<file path="src/rtl/msc_pkg.sv">
// Shared definitions for the cache control register block: register map,
// control-byte bit positions and the prefetch FSM state encoding.
package msc_pkg;

  localparam logic [1:0] MSC_P1_CTRL = 2'd0;
  localparam logic [1:0] MSC_P1_PAGE = 2'd1;
  localparam logic [1:0] MSC_P2_CTRL = 2'd2;
  localparam logic [1:0] MSC_P2_PAGE = 2'd3;

  localparam int RST_BIT   = 0;
  localparam int FLUSH_BIT = 1;
  localparam int EN_BIT    = 3;

  typedef enum logic [1:0] {
    PF_IDLE = 2'd0,
    PF_WAIT = 2'd1,
    PF_PREF = 2'd2
  } pf_state_t;

endpackage

</file>
<file path="src/rtl/msc_prefetch_ctrl.sv">
// Next-line prefetch request generator for one cache port: after a completed
// miss followed by IDLE_CYCLES+1 quiet cycles, request a prefetch until the
// cache issues its next memory request.
module msc_prefetch_ctrl
  import msc_pkg::*;
#(
  parameter int IDLE_CYCLES = 2
) (
  input  logic clk,
  input  logic rst,
  input  logic inhibit,
  input  logic req,
  input  logic ready,
  output logic prefetch
);

  localparam int CW = (IDLE_CYCLES > 0) ? $clog2(IDLE_CYCLES + 1) : 1;
  localparam logic [CW-1:0] CNT_MAX = CW'(IDLE_CYCLES);

  pf_state_t     state, state_d;
  logic [CW-1:0] cnt, cnt_d;

  // NOTE: state registers use non-blocking assignments so every flop samples
  // pre-edge values regardless of process ordering in simulation.
  always_ff @(posedge clk or posedge rst) begin
    if (rst) begin
      state    <= PF_IDLE;
      cnt      <= '0;
      prefetch <= 1'b0;
    end else begin
      state    <= state_d;
      cnt      <= cnt_d;
      prefetch <= (state_d == PF_PREF);
    end
  end

  // NOTE: defaults are assigned first so no path leaves a variable unassigned,
  // which would otherwise infer a latch.
  always_comb begin
    state_d = state;
    cnt_d   = cnt;
    case (state)
      PF_IDLE: begin
        if (req && ready) begin
          state_d = PF_WAIT;
          cnt_d   = '0;
        end
      end
      PF_WAIT: begin
        if (req) begin
          state_d = PF_IDLE;
        end else if (cnt == CNT_MAX) begin
          state_d = PF_PREF;
        end else begin
          cnt_d = cnt + 1'b1;
        end
      end
      PF_PREF: begin
        if (req) state_d = PF_IDLE;
      end
      default: state_d = PF_IDLE;
    endcase
    // Cache held in reset or flush: no point prefetching into it.
    if (inhibit) state_d = PF_IDLE;
  end

endmodule

</file>
<file path="src/rtl/memory_subsystem_control.sv">
// IO-mapped control registers for the program (p1) and data (p2) caches plus
// the per-port next-line prefetch request generators.
module memory_subsystem_control
  import msc_pkg::*;
#(
  parameter int IDLE_CYCLES = 2
) (
  input  logic       clk,
  input  logic       rst,
  input  logic       wren,
  input  logic [1:0] A,
  input  logic [7:0] data,
  output logic [7:0] p1_page,
  output logic [7:0] p2_page,
  output logic       p1_reset,
  output logic       p1_prefetch,
  output logic       p2_reset,
  output logic       p2_flush,
  output logic       p2_prefetch,
  input  logic       p1_req,
  input  logic       p2_req,
  input  logic       p1_ready,
  input  logic       p2_ready
);

  logic       rst_pending;
  logic       p1_reset_d, p2_reset_d, p2_flush_d;
  logic [7:0] p1_page_d, p2_page_d;

  always_comb begin
    // Caches are held in reset during rst and released on the first edge after.
    p1_reset_d = rst_pending ? 1'b0 : p1_reset;
    p2_reset_d = rst_pending ? 1'b0 : p2_reset;
    p2_flush_d = p2_flush;
    p1_page_d  = p1_page;
    p2_page_d  = p2_page;
    if (wren) begin
      case (A)
        MSC_P1_CTRL: if (data[EN_BIT]) p1_reset_d = data[RST_BIT];
        MSC_P1_PAGE: p1_page_d = data;
        MSC_P2_CTRL: begin
          if (data[EN_BIT]) begin
            p2_reset_d = data[RST_BIT];
            p2_flush_d = data[FLUSH_BIT];
          end
        end
        MSC_P2_PAGE: p2_page_d = data;
      endcase
    end
  end

  always_ff @(posedge clk or posedge rst) begin
    if (rst) begin
      rst_pending <= 1'b1;
      p1_reset    <= 1'b1;
      p2_reset    <= 1'b1;
      p2_flush    <= 1'b0;
      p1_page     <= '0;
      p2_page     <= '0;
    end else begin
      rst_pending <= 1'b0;
      p1_reset    <= p1_reset_d;
      p2_reset    <= p2_reset_d;
      p2_flush    <= p2_flush_d;
      p1_page     <= p1_page_d;
      p2_page     <= p2_page_d;
    end
  end

  // Inhibit uses the post-write levels so a reset/flush write idles the FSM
  // on the same edge that sets the level.
  msc_prefetch_ctrl #(.IDLE_CYCLES(IDLE_CYCLES)) u_p1_pf (
    .clk      (clk),
    .rst      (rst),
    .inhibit  (p1_reset_d),
    .req      (p1_req),
    .ready    (p1_ready),
    .prefetch (p1_prefetch)
  );

  msc_prefetch_ctrl #(.IDLE_CYCLES(IDLE_CYCLES)) u_p2_pf (
    .clk      (clk),
    .rst      (rst),
    .inhibit  (p2_reset_d | p2_flush_d),
    .req      (p2_req),
    .ready    (p2_ready),
    .prefetch (p2_prefetch)
  );

endmodule

</file>
<file path="config.mk">
export PLATFORM = sky130hd
export DESIGN_NAME = memory_subsystem_control
export DESIGN_NICKNAME = d
export VERILOG_FILES = /design/src/rtl/msc_pkg.sv /design/src/rtl/msc_prefetch_ctrl.sv /design/src/rtl/memory_subsystem_control.sv
export SDC_FILE = /design/constraint.sdc
export NUM_CORES = 1
export LEC_CHECK = 0
export CAP_MARGIN = 20
export CORE_MARGIN = 1.5
export CORE_UTILIZATION = 28
export DETAILED_ROUTE_END_ITERATION = 16
export SLEW_MARGIN = 20
export SYNTH_ARGS = -nofsm -noshare
export SYNTH_HDL_FRONTEND = slang
export SYNTH_SLANG_ARGS = --single-unit
</file>
<file path="constraint.sdc">
create_clock -name clk -period 3.6 [get_ports clk]
set_clock_uncertainty 0.15 [all_clocks]
set_input_delay 0.72 -clock clk [delete_from_list [all_inputs] [get_ports clk]]
set_output_delay 0.72 -clock clk [all_outputs]
set_load 0.01 [all_outputs]
</file>
==> metrics, run 1 <==
fill count 424; die area 4930 um^2; Netlist cell types 23; initial antenna violation count 0; Tightest Pin Transition 521 ps; CTS Hold Bufs 0; PnR worst setup slack 1380 ps; Critical Path Max Stage Delay 550 ps; Comb pwr share 0.251; switching share of power 0.259; peak supply drop 0.283 mV; critical path's slowest cell clkdlybuf4s50_1; CTS H-tree depth 2; Starting Density 0.291; CP top delay family buffers and inverters; switching power total 241 uW; post-CTS setup buffer count 0; CP Max Fanout 2; routed vias 910; R2R depth 5; Max Cap Viol 0; largest net degree at the start of global routing 31; share of cells above drive strength 1 0.197; final global-route overflow total 0; crit path launch type flop; most common cell after layout, fill and taps aside clkdlybuf4s50_1; Post-Route Setup TNS 0 ps; Crit. End Element output pin; total CTS buffers 5; Buffers on Ports 37; Synth Net Count 115; Die X 70.2 um; Worst EP arrival 1350 ps; CP Depth 1; crit path cell chain clkdlybuf4s50_1; WL/cell 12.8 um; vias in the first global route 915; FF+latch count, synth 30; router iterations before antenna repair 4; slew margin rel. 0.647; reg-to-reg critical path endpoint u_p1_pf.cnt[1]; Final Hold Viols 0; Flop pwr share 0.463; Avg Cell Area, Syn 13.2 um^2; fin area 1800 um^2; P_int 688 uW; Clock Path Buffers 2; Critical Path Start p2_reset; final setup vio count 0; Power Density 516 nW/um^2; post-CTS sizing 0; drc violations 0; Final nets 160; Max Slew Vio Count 0; reg2reg setup slack 1820 ps; pre-CTS setup slack 1200 ps; fmax 0.451 GHz; Placed Area 1710 um^2; Cells after Synth 96; DIE HEIGHT 70.2 um; Total Wirelength 2490 um; RSZ-0062 raised after global routing false; period utilization 0.615; worst hold path type flop to flop; first-pass GRT wire length 4240 um; Area growth, synth to finish 42.2%; placed cells 186; row count 24; outcome finished, final reports clean; Mapped Area 1260 um^2; Pleak 0.770 nW; worst r2r src u_p1_pf.cnt[0]; antenna cell count 0; commonest cells after routing, fill and taps aside clkdlybuf4s50_1 (37), dfrtp_1 (27), mux2_2 (16); non-filler cells, final 194; Buf/Inv on CP 1; Synth top area share 0.534; sequential area share after synthesis 0.596; CP Data Required Time 2730 ps; first-iteration detailed-routing DRC count 20; post-synth top area cell dfrtp_1; CTS tree yes; Ys Warns 0; root buf cell clkbuf_8; IO Count 38; routability cong. 0.739; gr usage total 0.109; hpwl dp 1920 um; clock sink count 30; clk slew on worst S/H paths 60 ps; Crit Path Class flop to output pin; Worst-Skew Late Latency 270 ps; clock period minus worst slack 2220 ps; placeable core area 4350 um^2; top post-synthesis cells by area dfrtp_1 (53%), mux2_2 (14%), dfstp_2 (6.2%); clock group share of total power 0.286; Routed Antenna Nets 0; routed vias/inst 4.69; crit path to p2_reset
-- cells in the mapped netlist --
| cell | n |
|---|---|
| a211oi_1 | 2 |
| nand4b_4 | 1 |
| nor2_1 | 5 |
| dfstp_2 | 3 |
| a221oi_1 | 2 |
| a31oi_1 | 2 |
| dfrtp_1 | 27 |
| mux2_2 | 16 |
| inv_1 | 6 |
| nand2_1 | 3 |
| mux2i_1 | 2 |
| nand2b_1 | 3 |
| and4bb_1 | 1 |
| conb_1 | 1 |
| nand3_1 | 1 |
| a22o_1 | 2 |
| o21ai_0 | 2 |
| nand3b_1 | 5 |
| ha_1 | 2 |
| or3_1 | 1 |
| nor4b_1 | 2 |
| a21oi_1 | 3 |
| nor3_1 | 4 |
-- metal layers --
metal / vias to the layer above / part of all wire / GRT usage
met1: 453 / 0.43 / 0.137
met3: 0 / 0.032 / 0.0317
met2: 20 / 0.54 / 0.181
met5: - / 0 / 0
met4: 0 / 0 / 0.0363
li1: 437 / - / -
-- stage by stage --
step,hold WS [ps],utilization,total power [mW]
6_report,351,0.413,0.929
3_3_place_gp,333,0.392,0.662
2_1_floorplan,319,-,0.546
5_1_grt,371,0.413,0.994
3_5_place_dp,336,0.392,0.672
4_1_cts,358,0.413,0.946
-- how the worst min path moves through the flow --
stage                   start        endpoint  slack (ps)  cells past startpoint
2_1_floorplan  u_p1_pf.cnt[0]  u_p1_pf.cnt[0]         320                      1
3_3_place_gp       p1_page[0]      p1_page[0]         330                      2
3_5_place_dp   u_p2_pf.cnt[1]  u_p2_pf.cnt[1]         340                      1
4_1_cts            p1_page[0]      p1_page[0]         360                      2
5_1_grt            p2_page[4]      p2_page[4]         370                      1
6_report           p1_page[0]      p1_page[0]         350                      2
-- cell families after synthesis --
group | synth area share
compound gates | 0.0692
buf+inv | 0.0178
fa+ha+maj | 0.0198
flops | 0.596
other cells | 0.00296
simple gates | 0.136
mux | 0.158
-- registers in the layout, indices dropped and copies added (netlist names) --
| name | flops |
|---|---|
| p1_page | 8 |
| p1_reset | 1 |
| p2_flush | 1 |
| p2_page | 8 |
| p2_reset | 1 |
| rst_pending | 1 |
| u_p1_pf.cnt | 2 |
| u_p1_pf.prefetch | 1 |
| u_p1_pf.state | 2 |
| u_p2_pf.cnt | 2 |
| u_p2_pf.prefetch | 1 |
| u_p2_pf.state | 2 |
-- cell type report --
cell class / count / area [um^2] / share of cell area
Tap cell: 52 / 65.1 / 0.0362
Timing Repair Buffer: 38 / 378 / 0.210
Multi-Input combinational cell: 60 / 488 / 0.271
Sequential cell: 30 / 754 / 0.419
Inverter: 6 / 22.5 / 0.0125
Clock inverter: 1 / 5.00 / 0.00278
Clock buffer: 7 / 86.3 / 0.0480
-- power by group through the flow --
stage | logic [mW] | clock network (mW) | registers (mW)
2_1_floorplan | 0.0976 | 0 | 0.449
3_3_place_gp | 0.229 | 0 | 0.433
3_5_place_dp | 0.236 | 0 | 0.436
4_1_cts | 0.237 | 0.278 | 0.431
5_1_grt | 0.255 | 0.300 | 0.439
6_report | 0.233 | 0.266 | 0.430
No activity file was read; power rests on OpenSTA's default activity.
==> run 2: changes to the inputs <==
==> constraint.sdc (replaced) <==
create_clock -name clk -period 2 [get_ports clk]
set_clock_uncertainty 0.15 [all_clocks]
set_input_delay 0.4 -clock clk [delete_from_list [all_inputs] [get_ports clk]]
set_output_delay 0.4 -clock clk [all_outputs]
set_load 0.01 [all_outputs]
==> run 2 against run 1 <==
Worst setup slack worse by 1300 ps. Global-route usage up 1.3 points. Critical path type unchanged. Sequential share of layout area down 2.1 points. Core utilization up 2.1 points. Design area up 5.1%. Final cell count up 5.2%. Routed wire length up 7.7%. Critical path depth unchanged. Sequential power up 81%. Flip-flop and latch count unchanged. Total power up 94%. First-iteration DRC count up 50%.
==> metrics, run 2 (synthesis results as in run 1) <==
Area growth, synth to finish 49.6%; Flop pwr share 0.431 (-0.032); initial antenna violation count 0 (unchanged); routed vias/inst 4.53 (-3.4%); Critical Path Max Stage Delay 550 ps (about the same); Max Slew Vio Count 0 (unchanged); Die X 70.2 um (unchanged); Crit. End Element output pin; total CTS buffers 5 (unchanged); switching share of power 0.257 (-0.00232); final setup vio count 0 (unchanged); period utilization 0.953; root buf cell clkbuf_8; Pleak 0.827 nW (+7.4%); routability cong. 0.765 (+3.6%); Comb pwr share 0.242 (-0.009); Final Hold Viols 0 (unchanged); antenna cell count 0 (unchanged); router iterations before antenna repair 4 (unchanged); Buf/Inv on CP 1 (unchanged); vias in the first global route 1040 (+14%); first-pass GRT wire length 4730 um (+12%); post-CTS sizing 0 (unchanged); final global-route overflow total 0 (unchanged); clock group share of total power 0.328 (+0.042); die area 4930 um^2 (unchanged); Post-Route Setup TNS 0 ps (unchanged); clock period minus worst slack 1910 ps; CP Data Required Time 1450 ps (-1280 ps); Clock Path Buffers 2 (unchanged); critical path's slowest cell clkdlybuf4s50_1; crit path launch type flop; commonest cells after routing, fill and taps aside clkdlybuf4s50_1 (37), dfrtp_1 (27), mux2_2 (16); switching power total 464 uW (+92%); Worst EP arrival 1360 ps (about the same); CTS Hold Bufs 0 (unchanged); drc violations 0 (unchanged); CP top delay family buffers and inverters; Buffers on Ports 37 (unchanged); post-CTS setup buffer count 0 (unchanged); biggest regs p1_page (8), p2_page (8); clk slew on worst S/H paths 70 ps (about the same); gr usage total 0.123 (+0.0132); DIE HEIGHT 70.2 um (unchanged); P_int 1.34 mW (+95%); Routed Antenna Nets 0 (unchanged); worst hold path type primary input to asynchronous set/reset pin; share of cells above drive strength 1 0.257 (+0.0594); crit path cell chain clkdlybuf4s50_1; routed vias 924 (+1.5%); most common cell after layout, fill and taps aside clkdlybuf4s50_1; peak supply drop 0.394 mV (+39%); Total Wirelength 2680 um (+7.7%); row count 24 (unchanged); Final nets 170 (+6.3%); CTS H-tree depth 2 (unchanged); fmax 0.525 GHz; hpwl dp 2030 um (+5.8%); final hold slack 341 ps (-9.97 ps); CP Max Fanout 2 (unchanged); RSZ-0062 raised after global routing false; placeable core area 4350 um^2 (unchanged); Max Cap Viol 0 (unchanged); Starting Density 0.291 (unchanged); IO Count 38 (unchanged); largest net degree at the start of global routing 31 (unchanged); Worst-Skew Late Latency 280 ps (about the same); outcome finished, final reports clean; Power Density 953 nW/um^2 (+85%); first-iteration detailed-routing DRC count 30 (+50%); WL/cell 13.1 um (+2.4%); Crit Path Class flop to output pin; CTS tree yes; clock sink count 30 (unchanged)
run 2: area by class of cell:
class,count,area (um^2)
Sequential cell,30,754
Multi-Input combinational cell,60,488
Clock inverter,3,40.0
Tap cell,52,65.1
Timing Repair Buffer,48,453
Inverter,6,22.5
Clock buffer,5,68.8
Fill cell,404,2460
run 2: worst paths after layout:
kind	from	to	slack (ps)	cells past startpoint
worst max-delay path	p2_reset	p2_reset	90	1
worst min register to register	p1_page[0]	p1_page[0]	350	2
worst max register to register	u_p2_pf.cnt[0]	u_p2_pf.cnt[1]	340	5
worst min-delay path	rst	p2_page[0]	340	3
max in group asynchronous	rst	p1_reset	1040	3
min in group clk	p1_page[0]	p1_page[0]	350	2
run 2: power groups by stage:
stage          clock [mW]  sequential (mW)  combinational (mW)
2_1_floorplan           0            0.808               0.176
6_report            0.591            0.777               0.436
5_1_grt             0.649            0.792               0.481
4_1_cts             0.610            0.776               0.441
3_3_place_gp            0            0.783               0.431
3_5_place_dp            0            0.785               0.440
run 2: per-stage QoR:
| step | std cells | area, um^2 | util | setup slack, ps | total power, mW |
|---|---|---|---|---|---|
| 2_1_floorplan | 96 | 1260 | - | 416 | 0.983 |
| 3_3_place_gp | 196 | 1780 | 0.409 | 43.1 | 1.21 |
| 3_5_place_dp | 196 | 1780 | 0.409 | -20.4 | 1.22 |
| 4_1_cts | 204 | 1890 | 0.434 | 78.1 | 1.83 |
| 5_1_grt | 204 | 1890 | 0.434 | 54.8 | 1.92 |
| 6_report | 204 | 1890 | 0.434 | 94.5 | 1.80 |
run 2: routing by layer:
| metal | share of wire | track usage | routed length (um) |
|---|---|---|---|
| met1 | 0.45 | 0.149 | 1200 |
| met2 | 0.49 | 0.196 | 1320 |
| met3 | 0.040 | 0.0433 | 106 |
| met4 | 0.017 | 0.0556 | 45 |
| met5 | 0 | 0 | 0 |
==> run 3: changes to the inputs <==
--- a/config.mk
+++ b/config.mk
@@ -7,8 +7,9 @@
 export LEC_CHECK = 0
 export CAP_MARGIN = 20
 export CORE_MARGIN = 1.5
-export CORE_UTILIZATION = 28
+export CORE_UTILIZATION = 41
 export DETAILED_ROUTE_END_ITERATION = 16
+export PLACE_DENSITY = 0.74
 export SLEW_MARGIN = 20
 export SYNTH_ARGS = -nofsm -noshare
 export SYNTH_HDL_FRONTEND = slang
==> run 3 against run 2 <==
Final cell count decreased by 12%. Clock power is 21% lower. Routed wire length decreased by 2.0%. Combinational power about the same. Largest power group unchanged. Sequential power is essentially flat. Total power decreased by 6.8%. Largest cell class unchanged. Sequential share of layout area rose by 1.8 points. Hold slack worse by 62 ps. Non-clock buffer count down 3. Critical endpoint unchanged. Clock-buffer cell count up 2. Via count increased by 4.9%. Highest routed layer unchanged.
==> metrics, run 3 (synthesis results as in run 1) <==
Critical Path Max Stage Delay 540 ps (about the same); routed vias/inst 5.38 (+19%); period utilization 0.968 (+0.0149); row count 19 (-21%); share of cells above drive strength 1 0.228 (-0.0284); CP Depth 1 (unchanged); post-CTS sizing 0 (unchanged); CTS H-tree depth 2 (unchanged); Pleak 0.795 nW (-3.9%); Area growth, synth to finish 43.0%; critical path's slowest cell dfstp_2; vias in the first global route 1012 (-2.7%); Final nets 167 (-1.8%); root buf cell clkbuf_4; final setup vio count 0 (unchanged); Final Hold Viols 0 (unchanged); total CTS buffers 5 (unchanged); gr usage total 0.165 (+0.0423); commonest cells after routing, fill and taps aside clkdlybuf4s50_1 (37), dfrtp_1 (27), mux2_2 (16); Clock Path Buffers 2 (unchanged); die area 3430 um^2 (-30%); largest net degree at the start of global routing 31 (unchanged); Power Density 929 nW/um^2 (-2.5%); final global-route overflow total 0 (unchanged); IO Count 38 (unchanged); Routed Antenna Nets 0 (unchanged); CP top delay family flip-flops; first-iteration detailed-routing DRC count 30 (unchanged); Die X 58.5 um (-17%); fmax 0.517 GHz (-1.5%); routed vias 969 (+4.9%); Crit Path Class flop to output pin; clock period minus worst slack 1940 ps (+29.9 ps); Total Wirelength 2620 um (-2.0%); CP Max Fanout 2 (unchanged); crit path cell chain clkdlybuf4s50_1; worst r2r src u_p1_pf.cnt[0]; PnR worst setup slack 64.6 ps (-29.9 ps); Buffers on Ports 37 (unchanged); Worst-Skew Late Latency 320 ps (+40 ps); Finished Core Util 0.634 (+0.200); placeable core area 2850 um^2 (-34%); initial antenna violation count 0 (unchanged); Crit. End Element output pin; worst hold path type primary input to asynchronous set/reset pin; peak supply drop 0.485 mV (+23%); pre-CTS setup slack -3.67 ps (+16.7 ps); biggest regs p1_page (8), p2_page (8); hpwl dp 1980 um (-2.5%); M1 wire length 1090 um (-9.8%); clk slew on worst S/H paths 90 ps (+20 ps); first-pass GRT wire length 4200 um (-11%); CTS tree yes; WL/cell 14.6 um (+11%); most common cell after layout, fill and taps aside clkdlybuf4s50_1; fill count 230 (-43%); Max Slew Vio Count 0 (unchanged); outcome finished, final reports clean; drc violations 0 (unchanged); routability cong. 0.707 (-7.6%); Starting Density 0.443 (+0.153); router iterations before antenna repair 6 (+2); DIE HEIGHT 58.5 um (-17%); CTS Hold Bufs 0 (unchanged); Met3 Wirelength 130 um (+23%); antenna cell count 0 (unchanged); crit path launch type flop; Critical Path Start p2_reset; CP Data Required Time 1450 ps (about the same); post-CTS setup buffer count 0 (unchanged); final hold slack 280 ps (-61.8 ps); RSZ-0062 raised after global routing false; WL met2 1370 um (+3.4%); R2R depth 5 (unchanged); Max Cap Viol 0 (unchanged); Buf/Inv on CP 1 (unchanged); Worst EP arrival 1390 ps (+30 ps); clock sink count 30 (unchanged); Top Metal Used met4
run 3: cell types whose count changed in the layout (fill, tap and decap cells not counted):
cell | before | now
clkbuf_1 | 0 | 2
clkinv_2 | 2 | 0
clkbuf_4 | 0 | 5
buf_4 | 11 | 8
clkbuf_8 | 5 | 0
run 3: metal layers:
layer  track usage  vias to the layer above
li1              -                      448
met1         0.182                      481
met2         0.295                       33
met3        0.0462                        7
met4        0.0698                        0
met5             0                        -
run 3: path summary, 6_finish.rpt:
check / to / slack (ps)
min reg2reg: p2_page[0] / 340
max: p2_reset / 60
max in group asynchronous: rst_pending / 1100
max reg2reg: u_p1_pf.cnt[1] / 340
min in group clk: p2_page[0] / 340
min: p1_page[4] / 280
run 3: per-stage QoR:
stage                     power, mW  cell area, um^2  setup TNS, ps  instances
after detailed placement       1.23             1730          -5.08        172
after global routing           1.77             1810              0        180
after CTS                      1.70             1810              0        180
after floorplan               0.983             1260              0         96
final                          1.68             1810              0        180
after global placement         1.20             1730              0        172
run 3: power by group:
part	leakage, nW	internal [mW]	switching, mW
logic	0.386	0.261	0.175
registers	0.369	0.709	0.0664
clock network	0.0395	0.265	0.204
total	0.795	1.24	0.445
run 3: final cells by class:
class / instances / area, um^2 / area share
sequential: 30 / 754 / 0.417
multi-input combinational: 60 / 488 / 0.270
clock inverter: 1 / 30.0 / 0.0166
timing repair buffer: 45 / 430 / 0.238
clock buffer: 7 / 45.0 / 0.0249
tap: 31 / 38.8 / 0.0214
inverter: 6 / 22.5 / 0.0124
